**src/rtl/seq2_det.sv**
```systemverilog
// Receive-side checker for the seq2 generator: flags overlapping "10110"
// patterns, locks onto the 5-beat period and flywheel-checks every beat.
module seq2_det #(
  parameter int LOCK_PERIODS = 3,
  parameter int MISS_MAX     = 2,
  parameter int CW           = 8
) (
  input  logic          clk,
  input  logic          rst,
  input  logic          din_valid,
  input  logic          din,
  output logic          detect,
  output logic          locked,
  output logic          err,
  output logic [2:0]    phase,
  output logic [CW-1:0] det_count
);

  typedef enum logic [2:0] {S0, S1, S2, S3, S4} det_st_e;
  typedef enum logic [1:0] {HUNT, VERIFY, LOCK}  trk_st_e;

  // Bit ph of this vector is the bit expected at period index ph.
  localparam logic [4:0]    EXP     = 5'b01101;
  localparam logic [3:0]    LP      = 4'(LOCK_PERIODS);
  localparam logic [2:0]    MM      = 3'(MISS_MAX);
  localparam logic [CW-1:0] CNT_MAX = '1;

  det_st_e       det_q, det_d;
  trk_st_e       trk_q, trk_d;
  logic [2:0]    ph_q, ph_d;
  logic [3:0]    good_q, good_d;
  logic [2:0]    miss_q, miss_d;
  logic          detect_q, detect_d;
  logic          err_q, err_d;
  logic [CW-1:0] cnt_q, cnt_d;

  logic       hit;
  logic       mism;
  logic [2:0] ph_inc;

  always_comb begin
    det_d = det_q;
    hit   = 1'b0;
    if (din_valid) begin
      case (det_q)
        S0: det_d = din ? S1 : S0;
        S1: det_d = din ? S1 : S2;
        S2: det_d = din ? S3 : S0;
        S3: det_d = din ? S4 : S2;
        S4: begin
          det_d = din ? S1 : S2;
          hit   = ~din;
        end
        default: det_d = S0;
      endcase
    end
  end

  always_comb begin
    detect_d = hit;
    cnt_d    = cnt_q;
    if (hit && (cnt_q != CNT_MAX)) cnt_d = cnt_q + CW'(1);
  end

  assign mism   = (din != EXP[ph_q]);
  assign ph_inc = (ph_q == 3'd4) ? 3'd0 : ph_q + 3'd1;

  always_comb begin
    trk_d  = trk_q;
    ph_d   = ph_q;
    good_d = good_q;
    miss_d = miss_q;
    err_d  = 1'b0;
    if (din_valid) begin
      case (trk_q)
        HUNT: begin
          if (hit) begin
            ph_d = 3'd0;
            if (LP == 4'd1) begin
              trk_d  = LOCK;
              miss_d = 3'd0;
            end else begin
              trk_d  = VERIFY;
              good_d = 4'd1;
            end
          end
        end
        VERIFY: begin
          if (mism) begin
            // A fresh hit restarts verification instead of dropping to HUNT.
            if (hit) begin
              good_d = 4'd1;
              ph_d   = 3'd0;
            end else begin
              trk_d  = HUNT;
              good_d = 4'd0;
              ph_d   = 3'd0;
            end
          end else begin
            ph_d = ph_inc;
            if (ph_q == 3'd4) begin
              good_d = good_q + 4'd1;
              if (good_q + 4'd1 == LP) begin
                trk_d  = LOCK;
                good_d = 4'd0;
                miss_d = 3'd0;
              end
            end
          end
        end
        LOCK: begin
          ph_d = ph_inc;
          if (mism) begin
            err_d  = 1'b1;
            miss_d = miss_q + 3'd1;
            if (miss_q + 3'd1 == MM) begin
              trk_d  = HUNT;
              miss_d = 3'd0;
              ph_d   = 3'd0;
            end
          end else begin
            miss_d = 3'd0;
          end
        end
        default: begin
          trk_d  = HUNT;
          ph_d   = 3'd0;
          good_d = 4'd0;
          miss_d = 3'd0;
        end
      endcase
    end
  end

  always_ff @(posedge clk) begin
    if (rst) begin
      det_q    <= S0;
      trk_q    <= HUNT;
      ph_q     <= 3'd0;
      good_q   <= 4'd0;
      miss_q   <= 3'd0;
      detect_q <= 1'b0;
      err_q    <= 1'b0;
      cnt_q    <= '0;
    end else begin
      det_q    <= det_d;
      trk_q    <= trk_d;
      ph_q     <= ph_d;
      good_q   <= good_d;
      miss_q   <= miss_d;
      detect_q <= detect_d;
      err_q    <= err_d;
      cnt_q    <= cnt_d;
    end
  end

  assign detect    = detect_q;
  assign err       = err_q;
  assign locked    = (trk_q == LOCK);
  assign phase     = ph_q;
  assign det_count = cnt_q;

endmodule

```
**config.mk**
```make
export PLATFORM = sky130hd
export DESIGN_NAME = seq2_det
export DESIGN_NICKNAME = d
export VERILOG_FILES = /design/src/rtl/seq2_det.sv
export SDC_FILE = /design/constraint.sdc
export NUM_CORES = 1
export LEC_CHECK = 0
export CAP_MARGIN = 20
export CORE_AREA = 3 3 57 59
export CTS_BUF_LIST = sky130_fd_sc_hd__clkbuf_8
export DETAILED_ROUTE_END_ITERATION = 10
export DIE_AREA = 0 0 60 62
export GPL_ROUTABILITY_DRIVEN = 0
export HOLD_SLACK_MARGIN = 0.15
export MAX_ROUTING_LAYER = met4
export PLACE_DENSITY = 0.77
export SLEW_MARGIN = 15
export SYNTH_ARGS = -nofsm -noshare
export SYNTH_HDL_FRONTEND = slang
export SYNTH_SLANG_ARGS = --single-unit
export TNS_END_PERCENT = 5
```
**constraint.sdc**
```tcl
create_clock -name clk -period 4.4 [get_ports clk]
set_input_delay 0.88 -clock clk [delete_from_list [all_inputs] [get_ports clk]]
set_output_delay 0.88 -clock clk [all_outputs]
set_load 0.02 [all_outputs]
```
==> results of run 1 <==
==> worst min-delay path, cell delays in order, from the launching register on <==
cell and delay, ns:
dfxtp_1 0.34, nand2_1 0.06, mux2i_1 0.06
==> layer usage <==
layer	up-vias	track usage	part of all wire
li1	672	-	-
met3	4	0.0227	0.036
met5	-	-	0
met1	639	0.225	0.45
met2	30	0.352	0.51
met4	0	0.0665	0.0080
==> registers in the layout (all words and copies together) (netlist names), named ones only <==
signal     flops
det_count      8
good_q         4
det_q          3
miss_q         3
phase          3
trk_q          2
detect         1
err            1
==> where the power goes <==
| group | leakage [uW] | switching [uW] | internal (uW) |
|---|---|---|---|
| logic | 0.000382 | 30.0 | 18.2 |
| registers | 0.000210 | 4.32 | 239 |
| clock network | 0.0000357 | 78.0 | 122 |
| total | 0.000628 | 112 | 379 |
==> final timing paths <==
kind / slack (ns) / depth (start not counted) / to
min: 0.50 / 2 / trk_q[0]
max: 1.38 / 6 / good_q[1]
min reg2reg: 0.50 / 2 / trk_q[0]
max reg2reg: 2.09 / 7 / good_q[1]
==> synthesized netlist by cell type, types with 4 or more instances <==
library cell and n:
nor2_1 21, ha_1 10, dfxtp_1 26, inv_1 11, nand3_1 8, nand2b_1 4, o21ai_0 7, xor2_1 4
and2_1 4, o211ai_1 4, nand2_1 14, a21oi_1 12, xnor2_1 4, or4_1 5
==> layout by cell type (no fill, tap or decap), types with 2 or more instances in the layout <==
master	count
a211oi_1	3
a21oi_1	12
and2_1	4
and3_1	2
clkbuf_8	3
clkdlybuf4s50_1	17
dfxtp_1	26
ha_1	10
inv_1	11
mux2i_1	3
nand2_1	14
nand2b_1	4
nand3_1	8
nand3b_1	2
nor2_1	21
nor3_1	2
o2111a_1	2
o211ai_1	4
o21ai_0	7
o221ai_1	2
or3_1	2
or4_1	5
xnor2_1	4
xor2_1	4
==> cell families after synthesis <==
logic type / count (synthesis)
compound gates: 38
xor+xnor: 9
fa+ha+maj: 10
buf+inv: 18
flops: 26
mux: 4
simple gates: 74
==> area by class of cell <==
| class | count | share of cell area |
|---|---|---|
| clock buffer | 3 | 0.0234 |
| clock inverter | 1 | 0.0170 |
| inverter | 11 | 0.0234 |
| multi-input combinational | 135 | 0.523 |
| sequential | 26 | 0.295 |
| tap | 31 | 0.0220 |
| timing repair buffer | 17 | 0.0964 |
==> stage by stage <==
step	hold slack [ns]	total power, uW	area, um2	cells
3_5_place_dp	0.486	297	1690	220
5_1_grt	0.526	509	1770	224
3_3_place_gp	0.470	295	1690	220
4_1_cts	0.498	492	1770	224
2_1_floorplan	0.455	286	1520	179
6_report	0.496	491	1770	224
==> flow_metrics.py, run 1 <==
metrics = {
    "routing": {
        "vias_per_cell": 6.00,
        "totalWireLength_um": 3120,
        "drt_iter0_markers": 89,
        "num_vias": 1345,
        "wl_per_cell_um": 13.9,
        "drtAntennaViolNets": 0,
        "firstDrtPassIters": 4,
        "post-route-drc-count": 0,
    },
    "flow_run": {
        "cap_viol_max_count": 0,
    },
    "finish": {
        "multi_input_area_um2": 923,
        "areaGrowthSynthToFinish_pct": 15.9,
        "drive_gt1_frac": 0.0622,
        "ff_latch_area_um2": 520,
        "n_fill_cell": 232,
        "fin_util": 0.640,
        "insertedDiodeCount": 0,
        "layout.nets": 208,
    },
    "synth": {
        "synth_mux_area_frac": 0.0271,
        "syn_area_um2": 1520,
        "synth_top_family_by_area": "simple AND/OR/NAND/NOR gates",
        "synthSimpleGateAreaFrac": 0.264,
        "yosys.area.top_type": "dfxtp_1",
        "synth_top_area_frac": 0.342,
        "synth_compound_area_frac": 0.177,
        "synth_ff_type": "dfxtp_1",
        "synth.avg_cell_area_um2": 8.51,
        "synth_edf_count": 0,
        "synthXorXnorAreaFrac": 0.0567,
        "postSynthCellCount": 179,
        "syn-num-nets": 193,
        "ys_types": 45,
        "synth.area.top_cells": "dfxtp_1 34%, ha_1 8.2%, nor2_1 5.2%",
        "async_flop_share": 0,
        "synth-seq-cells": 26,
        "synth_warnings": 0,
        "synthAdderAreaFrac": 0.0822,
        "synth_seq_area_share": 0.342,
    },
    "critical_path": {
        "max_stage_delay_ns": 0.59,
        "path_delay_family": "simple AND/OR/NAND/NOR gates",
        "critPathKind": "in -> reg",
        "required_ns": 4.59,
        "cp.arrival_ns": 3.21,
        "critical_path.endpoint_type": "register",
        "slowest_stage": "clkdlybuf4s50_1",
        "crit_chain": "clkdlybuf4s50_1 -> nor4b_2 -> o21ai_1 -> or3_1 -> or4_1 -> a21oi_1",
        "worstSetupStartpoint": "din",
        "critPathMaxFanout": 11,
        "crit_buf_inv": 1,
        "r2r-start": "trk_q[0]",
        "cp-start-kind": "input port",
    },
    "clock_tree": {
        "cts_buffers": 3,
        "ctsResizeCount": 0,
        "htree_num_levels": 1,
        "ctsHoldBuffers": 0,
        "postCtsSetupBuffers": 0,
        "ctsRootBufferMaster": "clkbuf_8",
        "clock-sinks": 26,
        "clock_latency_ns": 0.27,
        "clk_pin_slew_ns": 0.09,
        "cts.path.max_buffers": 2,
        "cts_tree": "yes",
    },
    "timing": {
        "tns_ns": 0,
        "skew_ns": 0.00445,
        "slew_headroom": 0.390,
        "finalHoldViolations": 0,
        "slew_violations": 0,
        "post-route-period-util": 0.686,
        "max_freq_ghz": 0.331,
        "worst_pin_slew_ns": 0.913,
        "grt_setup_unrepaired": "false",
        "period_minus_slack_ns": 3.02,
        "setup_ws_ns": 1.38,
        "report.final.setup_viol": 0,
    },
    "placed_design": {
        "port_buffers": 17,
        "dpl.hpwl_um": 2370,
        "place_ws_ns": 1.09,
    },
    "global_route": {
        "grt_antenna_before_repair": 0,
        "grt_pass1_vias": 1374,
        "grt_max_degree": 27,
        "grt_overflow_total": 0,
        "grt_pass1_wl_um": 5560,
        "grt.total_usage": 0.196,
    },
    "min_path": {
        "min_from": "trk_q[0]",
        "min_path_type": "reg -> reg",
    },
    "floorplanning": {
        "fp.coreArea_um2": 2760,
        "ioPinCount": 18,
        "die_h_um": 62,
        "start_util": 0.552,
        "die_x_um": 60,
        "fp-row-count": 19,
        "dieArea_um2": 3720,
    },
    "pwr": {
        "p_leak_uw": 0.000628,
        "irDropWorstVdd_mv": 0.166,
        "p_per_area_nw_per_um2": 278,
    },
    "outcome": {
        "status": "finished, final reports clean",
    },
}
Power figures use the tool's default switching activity.
==> run 2: changes to the inputs <==
clock period = 2.9 ns   (was 4.4 ns; I/O delays follow)
==> run 2 against run 1 <==
Clock power up 50%. Hold slack worse by 0.0059 ns. Sequential power is 52% higher. Critical path depth increased by 1. Cell area grew 1.3%. Sequential share of layout area fell by 0.37 points. Critical path type unchanged. Critical endpoint is now trk_q[1]. Largest power group unchanged.
==> flow_metrics.py, run 2 (synthesis gave the netlist of run 1 again) <==
metrics = {
    "clock_tree": {
        "clock_latency_ns": 0.27,
        "clk_pin_slew_ns": 0.09,
        "cts_tree": "yes",
        "cts.path.max_buffers": 2,
        "clock-sinks": 26,
        "ctsRootBufferMaster": "clkbuf_8",
        "htree_num_levels": 1,
        "ctsResizeCount": 0,
        "ctsHoldBuffers": 0,
        "postCtsSetupBuffers": 0,
        "cts_buffers": 3,
    },
    "timing": {
        "period_minus_slack_ns": 2.71,
        "whs_ns": 0.490,
        "report.final.setup_viol": 0,
        "post-route-period-util": 0.933,
        "tns_ns": 0,
        "slew_violations": 0,
        "worst_pin_slew_ns": 0.470,
        "slew_headroom": 0.678,
        "skew_ns": 0.00310,
        "max_freq_ghz": 0.370,
        "finalHoldViolations": 0,
        "grt_setup_unrepaired": "false",
    },
    "critical_path": {
        "r2r-start": "trk_q[1]",
        "r2r_end": "trk_q[1]",
        "critPathMaxFanout": 10,
        "reg2reg_depth": 8,
        "critPathKind": "in -> reg",
        "critical_path.endpoint_type": "register",
        "crit_chain": "clkdlybuf4s50_1 -> nor4b_2 -> o21ai_1 -> buf_4 -> a2111oi_2 -> o21ai_0 -> a221oi_1",
        "cp.arrival_ns": 2.87,
        "cp-start-kind": "input port",
        "required_ns": 3.07,
        "slowest_stage": "clkdlybuf4s50_1",
        "r2r_setup_slack_ns": 0.64,
        "max_stage_delay_ns": 0.61,
        "worstSetupStartpoint": "din",
    },
    "global_route": {
        "grt.total_usage": 0.197,
        "grt_antenna_before_repair": 0,
        "grt_overflow_total": 0,
        "grt_max_degree": 17,
        "grt_pass1_wl_um": 5550,
        "grt_pass1_vias": 1249,
    },
    "pwr": {
        "p_per_area_nw_per_um2": 419,
        "irDropWorstVdd_mv": 0.501,
        "p_leak_uw": 0.000642,
    },
    "outcome": {
        "status": "finished, final reports clean",
    },
    "floorplanning": {
        "dieArea_um2": 3720,
        "die_x_um": 60,
        "fp-row-count": 19,
        "ioPinCount": 18,
        "start_util": 0.552,
        "die_h_um": 62,
        "fp.coreArea_um2": 2760,
    },
    "finish": {
        "areaGrowthSynthToFinish_pct": 17.4,
        "insertedDiodeCount": 0,
        "final_common_cell": "dfxtp_1",
        "final_cell_mix": "26 x dfxtp_1, 21 x nor2_1, 17 x clkdlybuf4s50_1",
        "layout.nets": 211,
        "drive_gt1_frac": 0.0765,
        "stdcell_count": 227,
        "largest_reg_flops": 8,
    },
    "routing": {
        "vias_per_cell": 5.93,
        "wl_per_cell_um": 14.5,
        "drt_iter0_markers": 50,
        "totalWireLength_um": 3290,
        "firstDrtPassIters": 4,
        "post-route-drc-count": 0,
        "drtAntennaViolNets": 0,
        "num_vias": 1345,
    },
    "flow_run": {
        "cap_viol_max_count": 0,
    },
    "min_path": {
        "min_delay_path_depth": 2,
        "min_to": "trk_q[0]",
        "min_path_type": "reg -> reg",
        "min_from": "trk_q[0]",
    },
    "placed_design": {
        "numPlacedInstances": 223,
        "port_buffers": 17,
        "dpl.hpwl_um": 2330,
    },
}
[run 2: worst max-delay path by stage]
stage | to | slack (ns) | cells past startpoint
after floorplan | good_q[1] | 0.80 | 7
after global placement | good_q[3] | 0.20 | 6
after detailed placement | good_q[3] | 0.14 | 6
after CTS | trk_q[1] | 0.23 | 7
after global routing | trk_q[1] | 0.02 | 7
final | trk_q[1] | 0.19 | 7
[run 2: area by class of cell]
type | instances | area (um2)
Clock buffer | 3 | 41.3
Fill cell | 231 | 970
Timing Repair Buffer | 20 | 193
Clock inverter | 1 | 30.0
Inverter | 11 | 41.3
Tap cell | 31 | 38.8
Sequential cell | 26 | 520
Multi-Input combinational cell | 135 | 923
[run 2: metrics by stage]
| stage | setup WS (ns) | total power, uW | cell area (um2) | utilization |
|---|---|---|---|---|
| after floorplan | 0.796 | 434 | 1520 | - |
| after global placement | 0.199 | 451 | 1720 | 0.623 |
| after detailed placement | 0.144 | 454 | 1720 | 0.623 |
| after CTS | 0.226 | 753 | 1790 | 0.648 |
| after global routing | 0.0212 | 777 | 1790 | 0.648 |
| final | 0.195 | 749 | 1790 | 0.648 |
[run 2: critical path, delay by kind of cell]
| family | cells | cell delay (ns) |
|---|---|---|
| buffers and inverters | 2 | 0.81 |
| AOI/OAI and AO/OA | 4 | 1.18 |
| and+or+nand+nor | 1 | 0.29 |
[run 2: power by group]
group	internal [uW]	switching (uW)	total (uW)
Sequential	363	6.73	369
Clock	185	115	300
Combinational	30.9	49.2	80.0
Total	578	171	749
[run 2: routing by layer]
metal,GRT usage,share of wire,vias up
met5,-,0,-
met2,0.329,0.47,30
li1,-,-,675
met1,0.248,0.48,631
met4,0.0728,0.020,0
met3,0.0186,0.028,9
==> run 3: changes to the inputs <==
CAP_MARGIN = 10   (was 20)
==> results of run 3 <==
No change in the layout: final DEF, timing and power equal those of run 2.
